### config.mk
export PLATFORM = sky130hd
export DESIGN_NAME = sign_word_packer
export DESIGN_NICKNAME = d
export VERILOG_FILES = /design/src/rtl/sign_word_packer.sv
export SDC_FILE = /design/constraint.sdc
export NUM_CORES = 1
export LEC_CHECK = 0
export CAP_MARGIN = 15
export CORE_MARGIN = 10
export CORE_UTILIZATION = 61
export CTS_CLUSTER_SIZE = 16
export DETAILED_ROUTE_END_ITERATION = 8
export GPL_ROUTABILITY_DRIVEN = 0
export PLACE_DENSITY = 0.87
export SLEW_MARGIN = 20
export SYNTH_ARGS = -nofsm -noshare
export SYNTH_HDL_FRONTEND = slang
export SYNTH_SLANG_ARGS = --single-unit
### constraint.sdc
create_clock -name clk -period 4.1 [get_ports clk]
set_clock_uncertainty 0.2 [all_clocks]
set_input_delay 0.615 -clock clk [delete_from_list [all_inputs] [get_ports clk]]
set_output_delay 0.615 -clock clk [all_outputs]
set_load 0.02 [all_outputs]
### src/rtl/sign_word_packer.sv
// Packs the MSB-first sign bit stream into W-bit words held in a DEPTH-entry FIFO; a pushed word reaches out_* one cycle later when the FIFO is empty.
// The bit source cannot be stalled: a word pushed into a full FIFO with no pop is dropped and sets sticky overflow. Define SIGN_WORD_PACKER_PARITY_EN to add out_parity.

module sign_word_packer_fifo #(
   parameter int WIDTH = 8,
   parameter int DEPTH = 4
) (
   input  logic             clk,
   input  logic             rst,
   input  logic             en,
   input  logic             push,
   input  logic [WIDTH-1:0] push_dat,
   input  logic             pop,
   output logic [WIDTH-1:0] head_dat,
   output logic             vld,
   output logic             full
);
   localparam int AW = $clog2(DEPTH);
   localparam logic [AW:0]   CNT_DEPTH = (AW+1)'(DEPTH);
   localparam logic [AW:0]   CNT_ONE   = (AW+1)'(1);
   localparam logic [AW-1:0] PTR_ONE   = AW'(1);

   logic [WIDTH-1:0] mem [DEPTH];
   logic [AW-1:0]    wr_ptr;
   logic [AW-1:0]    rd_ptr;
   logic [AW-1:0]    rd_ptr_inc;
   logic [AW:0]      count;
   logic             do_push;
   logic             do_pop;

   assign vld        = (count != '0);
   assign full       = (count == CNT_DEPTH);
   assign do_pop     = en & pop & vld;
   assign do_push    = en & push & (~full | do_pop);
   assign rd_ptr_inc = rd_ptr + PTR_ONE;

   always_ff @(posedge clk) begin
      if (do_push) begin
         mem[wr_ptr] <= push_dat;
      end
   end

   always_ff @(posedge clk) begin
      if (rst) begin
         wr_ptr   <= '0;
         rd_ptr   <= '0;
         count    <= '0;
         head_dat <= '0;
      end else begin
         if (do_push) begin
            wr_ptr <= wr_ptr + PTR_ONE;
         end
         if (do_pop) begin
            rd_ptr <= rd_ptr_inc;
         end
         case ({do_push, do_pop})
            2'b10:   count <= count + CNT_ONE;
            2'b01:   count <= count - CNT_ONE;
            default: count <= count;
         endcase
         // Head is a register copy of mem[rd_ptr] so it keeps its last value once the FIFO drains.
         if (do_pop) begin
            if (count > CNT_ONE) begin
               head_dat <= mem[rd_ptr_inc];
            end else if (do_push) begin
               head_dat <= push_dat;
            end
         end else if (do_push && !vld) begin
            head_dat <= push_dat;
         end
      end
   end
endmodule

module sign_word_packer #(
   parameter int W     = 32,
   parameter int DEPTH = 4
) (
   input  logic                 clk,
   input  logic                 rst,
   input  logic                 clk_en,
   input  logic                 sign_in,
   input  logic                 sign_en,
   input  logic                 flush,
   input  logic                 out_ready,
   output logic                 out_valid,
   output logic [W-1:0]         out_data,
   output logic [$clog2(W):0]   out_bits,
   output logic                 out_last,
   output logic                 overflow
`ifdef SIGN_WORD_PACKER_PARITY_EN
   ,
   output logic                 out_parity
`endif
);
   localparam int CW = $clog2(W) + 1;
   localparam logic [CW-1:0] CNT_ONE  = CW'(1);
   localparam logic [CW-1:0] CNT_W    = CW'(W);
   localparam logic [CW-1:0] CNT_LAST = CW'(W - 1);
`ifdef SIGN_WORD_PACKER_PARITY_EN
   localparam int EW = W + CW + 2;
`else
   localparam int EW = W + CW + 1;
`endif

   logic [W-1:0]  acc;
   logic [W-1:0]  acc_nxt;
   logic [W-1:0]  word;
   logic [CW-1:0] cnt;
   logic [CW-1:0] cnt_nxt;
   logic          take;
   logic          close;
   logic          full_word;
   logic          push;
   logic          pop;
   logic          fifo_full;
   logic [EW-1:0] push_dat;
   logic [EW-1:0] head_dat;

   assign take      = clk_en & sign_en;
   assign close     = clk_en & flush;
   assign full_word = take && (cnt == CNT_LAST);
   assign push      = full_word | close;
   assign pop       = out_valid & out_ready;

   always_comb begin
      acc_nxt = acc;
      cnt_nxt = cnt;
      if (take) begin
         acc_nxt = {acc[W-2:0], sign_in};
         cnt_nxt = cnt + CNT_ONE;
      end
   end

   // Left-align: the shift is zero for a full word and clears everything for the cnt==0 marker.
   assign word = acc_nxt << (CNT_W - cnt_nxt);

`ifdef SIGN_WORD_PACKER_PARITY_EN
   assign push_dat = {^word, close, cnt_nxt, word};
   assign {out_parity, out_last, out_bits, out_data} = head_dat;
`else
   assign push_dat = {close, cnt_nxt, word};
   assign {out_last, out_bits, out_data} = head_dat;
`endif

   always_ff @(posedge clk) begin
      if (rst) begin
         acc      <= '0;
         cnt      <= '0;
         overflow <= 1'b0;
      end else if (clk_en) begin
         acc <= acc_nxt;
         cnt <= push ? '0 : cnt_nxt;
         if (push && fifo_full && !pop) begin
            overflow <= 1'b1;
         end
      end
   end

   sign_word_packer_fifo #(
      .WIDTH (EW),
      .DEPTH (DEPTH)
   ) u_fifo (
      .clk      (clk),
      .rst      (rst),
      .en       (clk_en),
      .push     (push),
      .push_dat (push_dat),
      .pop      (pop),
      .head_dat (head_dat),
      .vld      (out_valid),
      .full     (fifo_full)
   );
endmodule
==> reports/metrics.csv, run 1 <==
stage,metric,value,unit
floorplan,Starting Density,62.72,%
power,Clk pwr share,41.1,%
sta,Worst-Margin Slew,1029,ps
placed_design,Placed Area,12220,um^2
logic_synthesis,"area leader, netlist",edfxtp_1,
critical_path,crit-path cells,clkdlybuf4s50_1 -> nand3_1 -> xor2_2 -> inv_2 -> nor2_1 -> xnor2_2 -> buf_12 -> mux2_2 -> o2bb2ai_2 -> nand2_1 -> a311oi_1,
power,Sw Ratio,25.10,%
power,Comb power frac,13.3,%
final_layout,most frequent cells in the layout,"edfxtp_1, nor2_1, nand2_1, dfxtp_1, a21oi_1",
logic_synthesis,mapped cell area,11420,um^2
grt,vias in the first global route,8114,
placed_design,placed wire-length estimate,18020,um
cts,postcts setup bufs,0,
cts,Root Buffer,clkbuf_16,
drt,vias per cell,6.687,
final_layout,share of layout cells above drive strength 1,19.88,%
logic_synthesis,Syn Nets,957,
drt,via count,8192,
critical_path,startpoint types,input port,
power,power per cell area,454.6,nW/um^2
floorplan,IO Pins,48,
hold_path,worst hold stages,2,
floorplan,Die X,156.8,um
logic_synthesis,synth warn,0,
power,Worst VDD drop,483.7,uV
logic_synthesis,Post-synth EDFFs,156,
cts,clock slew at reported path FFs,60,ps
floorplan,row count,49,
final_layout,area grow syn2layout,14.80,%
drt,DRC violations left,0,
floorplan,Core Area,18210,um^2
sta,unrepaired setup endpoints after global routing,false,
sta,Slew HR,31.37,%
critical_path,arrival time worst endpoint,3950,ps
drt,drt total wl,28460,um
final_layout,"commonest non-fill, non-tap cell in the layout",edfxtp_1,
critical_path,Crit Path Category,in -> reg,
power,cell-internal power,4465,uW
final_layout,Antenna diodes,0,
sta,Final Cycle Share,90.93,%
floorplan,die height,156.8,um
cts,CTS tree,built,
critical_path,max incr delay on CP,640,ps
grt,gr usage total,23.15,%
sta,Final min period,3728,ps
grt,met3 usage,4.852,%
placed_design,DP Worst Slack,26.91,ps
critical_path,R2R cell count,10,
grt,GR Util met2,38.79,%
final_layout,Final Cell Area,13110,um^2
logic_synthesis,Most used DFF post-synth,edfxtp_1,
sta,Fin. Hold Viols,0,
cts,quantity of gates resized following cts,0,
drt,initial DRC count,860,
drt,DRT Pass-1 Iters,5,
outcome,status,completed,
grt,largest net degree at the start of global routing,49,
job,max-cap viol count,0,
sta,fmax,0.2682,GHz
grt,total grt overflow,0,
logic_synthesis,distinct cell type count after synthesis,67,
critical_path,worst-path fanout max,22,
sta,setup ws final,371.8,ps
critical_path,Crit. End Element,register,
drt,DRT antenna net count,0,
sta,Setup TNS Final,0,ps
logic_synthesis,top post-synthesis cells by area,"edfxtp_1, dfxtp_1, mux4_2",
logic_synthesis,Synth async-reset ratio,0,%
cts,CTS max path bufs,3,
power,share of power burned in registers,45.6,%
critical_path,WP data required,4330,ps
logic_synthesis,Syn Area/Cell,12.15,um^2
logic_synthesis,Seq cells post-synth,241,
grt,M1 GR Usage,28.37,%
cts,clock sink count,241,
logic_synthesis,post-synthesis cell count,940,
grt,Top Usage Layer GRT,met2,
sta,WHS,273.2,ps
hold_path,Hold Path Class,reg -> reg,
power,static leakage,0.004444,uW
cts,worst-skew pair later-pin latency,540,ps
floorplan,Die ar.,24600,um^2
logic_synthesis,sequential share of the synthesized area,55.92,%
final_layout,nets,994,
placed_design,IO buf count,47,
power,total power,5961,uW
sta,final setup vio count,0,
drt,WL/cell,23.23,um
grt,initial antenna violation count,0,
cts,H-tree Lvls,1,
grt,first-pass GRT wire length,45170,um
power,Psw,1496,uW
sta,max-slew violation count,0,
logic_synthesis,top-area cell type share of the netlist area,41.02,%
cts,"Hold-fix buffers, CTS",0,
critical_path,Critical-path top delay cell,xnor2_2,
cts,number of CTS-inserted buffers,25,
==> metrics by stage <==
step / utilization, % / instances
floorplan: - / 940
global placement: 67.11 / 1179
detailed placement: 67.11 / 1179
CTS: 72.01 / 1225
global route: 72.01 / 1225
finish: 72.01 / 1225
==> synth_stat cells, types with 8 or more instances <==
master      n
o22ai_1     8
o21a_1     12
a311oi_1   18
mux4_2     57
buf_1       8
nor2_1    113
ha_1       10
inv_1      19
nor3_1     15
nand2_1   101
a31o_2     14
clkbuf_1   41
and3_1      8
buf_2      15
dfxtp_1    85
and2_1      8
edfxtp_1  156
mux2i_1    29
o21ai_0    17
nand3_1     9
a211oi_1   23
a21oi_1    65
==> worst max-delay path: cells and delay by family <==
kind | cells | cell delay, ps
xor+xnor | 2 | 860
compound gates | 2 | 640
simple gates | 3 | 410
mux | 1 | 370
buf+inv | 3 | 1050
==> sequential cells by signal, indices dropped and copies added, names as in the netlist, named ones only <==
register / flops
u_fifo.count: 3
overflow: 1
acc: 30
u_fifo.head_dat: 39
cnt: 6
u_fifo.wr_ptr: 2
u_fifo.rd_ptr: 2
u_fifo.mem: 156
==> cell families after synthesis <==
group | after synthesis | synth area share, %
simple gates | 287 | 11.14
xor+xnor | 11 | 1.107
mux | 93 | 14.47
flops | 241 | 55.92
fa+ha+maj | 10 | 1.096
compound gates | 205 | 12.75
buf+inv | 93 | 3.517
==> power groups by stage <==
stage | registers [uW] | logic [uW] | clock network (uW)
floorplan | 2800 | 466 | 0
global placement | 2760 | 746 | 0
detailed placement | 2770 | 773 | 0
CTS | 2720 | 785 | 2470
global route | 2720 | 840 | 2560
finish | 2720 | 792 | 2450
==> path summary, 6_finish.rpt <==
path	startpoint	to	slack (ps)
setup / recovery	sign_en	u_fifo.head_dat[26]	370
hold / removal	acc[31]	acc[31]	270
setup reg to reg	cnt[1]	u_fifo.head_dat[26]	390
hold reg to reg	acc[31]	acc[31]	270
==> layout make-up <==
type                    count  area, um^2
flip-flops and latches    241        6389
fillers                  1125        5097
multi-input cells         606        4642
repair buffers             81       820.8
clock buffers              30       664.4
well taps                 229       286.5
clock inverters            16       226.5
inverters                  22       82.58
==> per-layer routing <==
metal  part of all wire (%)  wire length [um]
met1                     38             10770
met4                    5.0              1416
met2                     48             13750
met5                      0                 0
met3                    8.9              2521
Note: power is estimated with default switching activity, not from simulation.
==> run 2: changes to the inputs <==
--- a/config.mk
+++ b/config.mk
@@ -11,6 +11,7 @@
 export CTS_CLUSTER_SIZE = 16
 export DETAILED_ROUTE_END_ITERATION = 8
 export GPL_ROUTABILITY_DRIVEN = 0
+export GPL_TIMING_DRIVEN = 0
 export PLACE_DENSITY = 0.87
 export SLEW_MARGIN = 20
 export SYNTH_ARGS = -nofsm -noshare
==> run 2 against run 1 <==
Effect of this change: first-iteration DRC count grew 30%; critical endpoint is now u_fifo.mem[3][20]; highest routed layer unchanged; wire length is 4.8% higher; sequential power about the same; die area unchanged.
==> reports/metrics.csv, run 2 (synthesis results as in run 1) <==
stage,metric,value,unit,change
outcome,status,completed,,unchanged
sta,Fin. Hold Viols,0,,unchanged
floorplan,Core Area,18210,um^2,unchanged
grt,gr usage total,23.91,%,was 23.15%
critical_path,"CP delay by family, top",compound AO/OA/AOI/OAI gates,,was buffers and inverters
critical_path,worst-path fanout max,10,,was 22
critical_path,R2R Setup Slk,400,ps,was 390 ps
final_layout,"commonest non-fill, non-tap cell in the layout",edfxtp_1,,unchanged
sta,Worst-Margin Slew,1116,ps,was 1029 ps
cts,H-tree Lvls,1,,unchanged
critical_path,arrival time worst endpoint,3970,ps,was 3950 ps
cts,clock sink count,241,,unchanged
floorplan,row count,49,,unchanged
floorplan,IO Pins,48,,unchanged
grt,M1 GR Usage,30.49,%,was 28.37%
final_layout,share of layout cells above drive strength 1,17.49,%,was 19.88%
sta,Slew HR,25.12,%,was 31.37%
cts,Root Buffer,clkbuf_16,,unchanged
grt,first-pass GRT wire length,46260,um,was 45170 um
power,Worst VDD drop,347.2,uV,was 483.7 uV
grt,initial antenna violation count,0,,unchanged
grt,total grt overflow,0,,unchanged
sta,Final Cycle Share,95.04,%,was 90.93%
grt,largest net degree at the start of global routing,28,,was 49
cts,CTS tree,built,,unchanged
power,static leakage,0.004354,uW,was 0.004444 uW
final_layout,most frequent cells in the layout,"edfxtp_1, nor2_1, nand2_1, dfxtp_1, a21oi_1",,unchanged
hold_path,Hold Path Class,reg -> reg,,unchanged
sta,Final min period,3896,ps,was 3728 ps
final_layout,Final Cell Area,12980,um^2,was 13110 um^2
sta,fmax,0.2566,GHz,was 0.2682 GHz
drt,drt total wl,29820,um,was 28460 um
critical_path,crit-path cells,clkdlybuf4s50_1 -> buf_4 -> clkbuf_1 -> a21boi_0 -> o31ai_1 -> mux2i_1 -> o21ai_0 -> o32a_1 -> mux2_2 -> inv_1,,was clkdlybuf4s50_1 -> nand3_1 -> xor2_2 -> inv_2 -> nor2_1 -> xnor2_2 -> buf_12 -> mux2_2 -> o2bb2ai_2 -> nand2_1 -> a311oi_1
drt,WL/cell,23.59,um,was 23.23 um
sta,unrepaired setup endpoints after global routing,false,,unchanged
placed_design,IO buf count,45,,was 47
placed_design,placed wire-length estimate,20350,um,was 18020 um
sta,final setup vio count,0,,unchanged
floorplan,die height,156.8,um,unchanged
cts,clock slew at reported path FFs,60,ps,about the same
grt,met3 usage,3.893,%,was 4.852%
power,power per cell area,431.7,nW/um^2,was 454.6 nW/um^2
final_layout,max reg flops,156,,unchanged
critical_path,Buf/Inv on CP,4,,was 3
floorplan,Die ar.,24600,um^2,unchanged
final_layout,area of the multi-input gates,4638,um^2,was 4642 um^2
final_layout,Filler cells,1171,,was 1125
cts,worst-skew pair later-pin latency,540,ps,about the same
cts,CTS max path bufs,3,,unchanged
critical_path,startpoint types,input port,,unchanged
critical_path,Crit Path Category,in -> reg,,unchanged
grt,GR Util met2,39.44,%,was 38.79%
power,total power,5605,uW,was 5961 uW
drt,DRT antenna net count,0,,unchanged
final_layout,area grow syn2layout,13.68,%,was 14.80%
grt,Top Usage Layer GRT,met2,,unchanged
critical_path,Crit. End Element,register,,unchanged
critical_path,max incr delay on CP,730,ps,was 640 ps
critical_path,WP data required,4170,ps,was 4330 ps
floorplan,Die X,156.8,um,unchanged
grt,vias in the first global route,8110,,was 8114
final_layout,Reg with most FFs,u_fifo.mem,,unchanged
cts,number of CTS-inserted buffers,25,,unchanged
drt,initial DRC count,1121,,was 860
drt,via count,8396,,was 8192
drt,DRC violations left,0,,unchanged
floorplan,Starting Density,62.72,%,unchanged
drt,vias per cell,6.642,,was 6.687
final_layout,Antenna diodes,0,,unchanged
cts,"Hold-fix buffers, CTS",0,,unchanged
final_layout,largest registers,"u_fifo.mem: 156 flops, u_fifo.head_dat: 39 flops, acc: 30 flops",,unchanged
final_layout,register area,6386,um^2,was 6389 um^2
drt,DRT Pass-1 Iters,5,,unchanged
job,max-cap viol count,0,,unchanged
critical_path,Critical-path top delay cell,o31ai_1,,was xnor2_2
sta,max-slew violation count,0,,unchanged
final_layout,nets,1033,,was 994
placed_design,Placed Area,12240,um^2,was 12220 um^2
-- run 2: power breakdown --
part	leakage, uW	total (uW)	switching [uW]	internal, uW
Clock	0.000354	2080	944	1140
Sequential	0.00213	2700	45.2	2660
Combinational	0.00187	820	499	321
-- run 2: path summary, 6_finish.rpt --
| kind | to | start | cells after the start |
|---|---|---|---|
| worst min-delay path | acc[31] | acc[31] | 2 |
| worst max-delay path | u_fifo.mem[3][20] | sign_en | 10 |
| worst min register to register | acc[31] | acc[31] | 2 |
| worst max register to register | u_fifo.head_dat[15] | u_fifo.count[0] | 10 |
-- run 2: layout make-up --
| class | count | share of cell area (%) |
|---|---|---|
| buffer | 71 | 2.477 |
| clock buffer | 35 | 5.107 |
| clock inverter | 11 | 0.5782 |
| inverter | 22 | 0.6360 |
| multi-input combinational | 606 | 35.72 |
| sequential | 241 | 49.19 |
| tap | 229 | 2.207 |
| timing repair buffer | 49 | 4.086 |
-- run 2: through the flow --
| stage | setup slack (ps) | TNS (ps) | hold WS [ps] | utilization (%) | instances |
|---|---|---|---|---|---|
| finish | 203.6 | 0 | 261.3 | 71.30 | 1264 |
| global route | 53.24 | 0 | 287.4 | 71.30 | 1264 |
| CTS | 131.3 | 0 | 259.8 | 71.29 | 1264 |
| detailed placement | -223.1 | -9003 | 251.6 | 67.24 | 1218 |
| global placement | -405.9 | -64410 | 245.9 | 66.77 | 1214 |
| floorplan | 880.8 | 0 | 236.1 | - | 940 |
-- run 2: worst reg2reg max path: stages (launching register included) --
cell and delay [ps]:
dfxtp_1 390, inv_1 110, ha_1 240, nand2b_1 150
nor2b_1 140, clkbuf_1 260, o21ai_1 450, a22oi_2 690
clkbuf_1 610, nor2_1 130, a211oi_1 240
-- run 2: per-layer routing --
metal,vias up,share of wire (%)
met5,-,0
met4,0,4.3
met3,102,9.7
met2,543,49
met1,4054,37
li1,3697,-
-- run 2: repair_timing --
item                       CTS  global route
resized for setup            0             3
setup endpoints to repair    0             8
setup buffers                0             0
==> run 3: changes to the inputs <==
--- a/config.mk
+++ b/config.mk
@@ -11,9 +11,8 @@
 export CTS_CLUSTER_SIZE = 16
 export DETAILED_ROUTE_END_ITERATION = 8
 export GPL_ROUTABILITY_DRIVEN = 0
-export GPL_TIMING_DRIVEN = 0
 export PLACE_DENSITY = 0.87
-export SLEW_MARGIN = 20
+export SLEW_MARGIN = 25
 export SYNTH_ARGS = -nofsm -noshare
 export SYNTH_HDL_FRONTEND = slang
 export SYNTH_SLANG_ARGS = --single-unit
==> results of run 3 <==
Same layout as run 1: the final DEF is identical, and so are final timing and power.
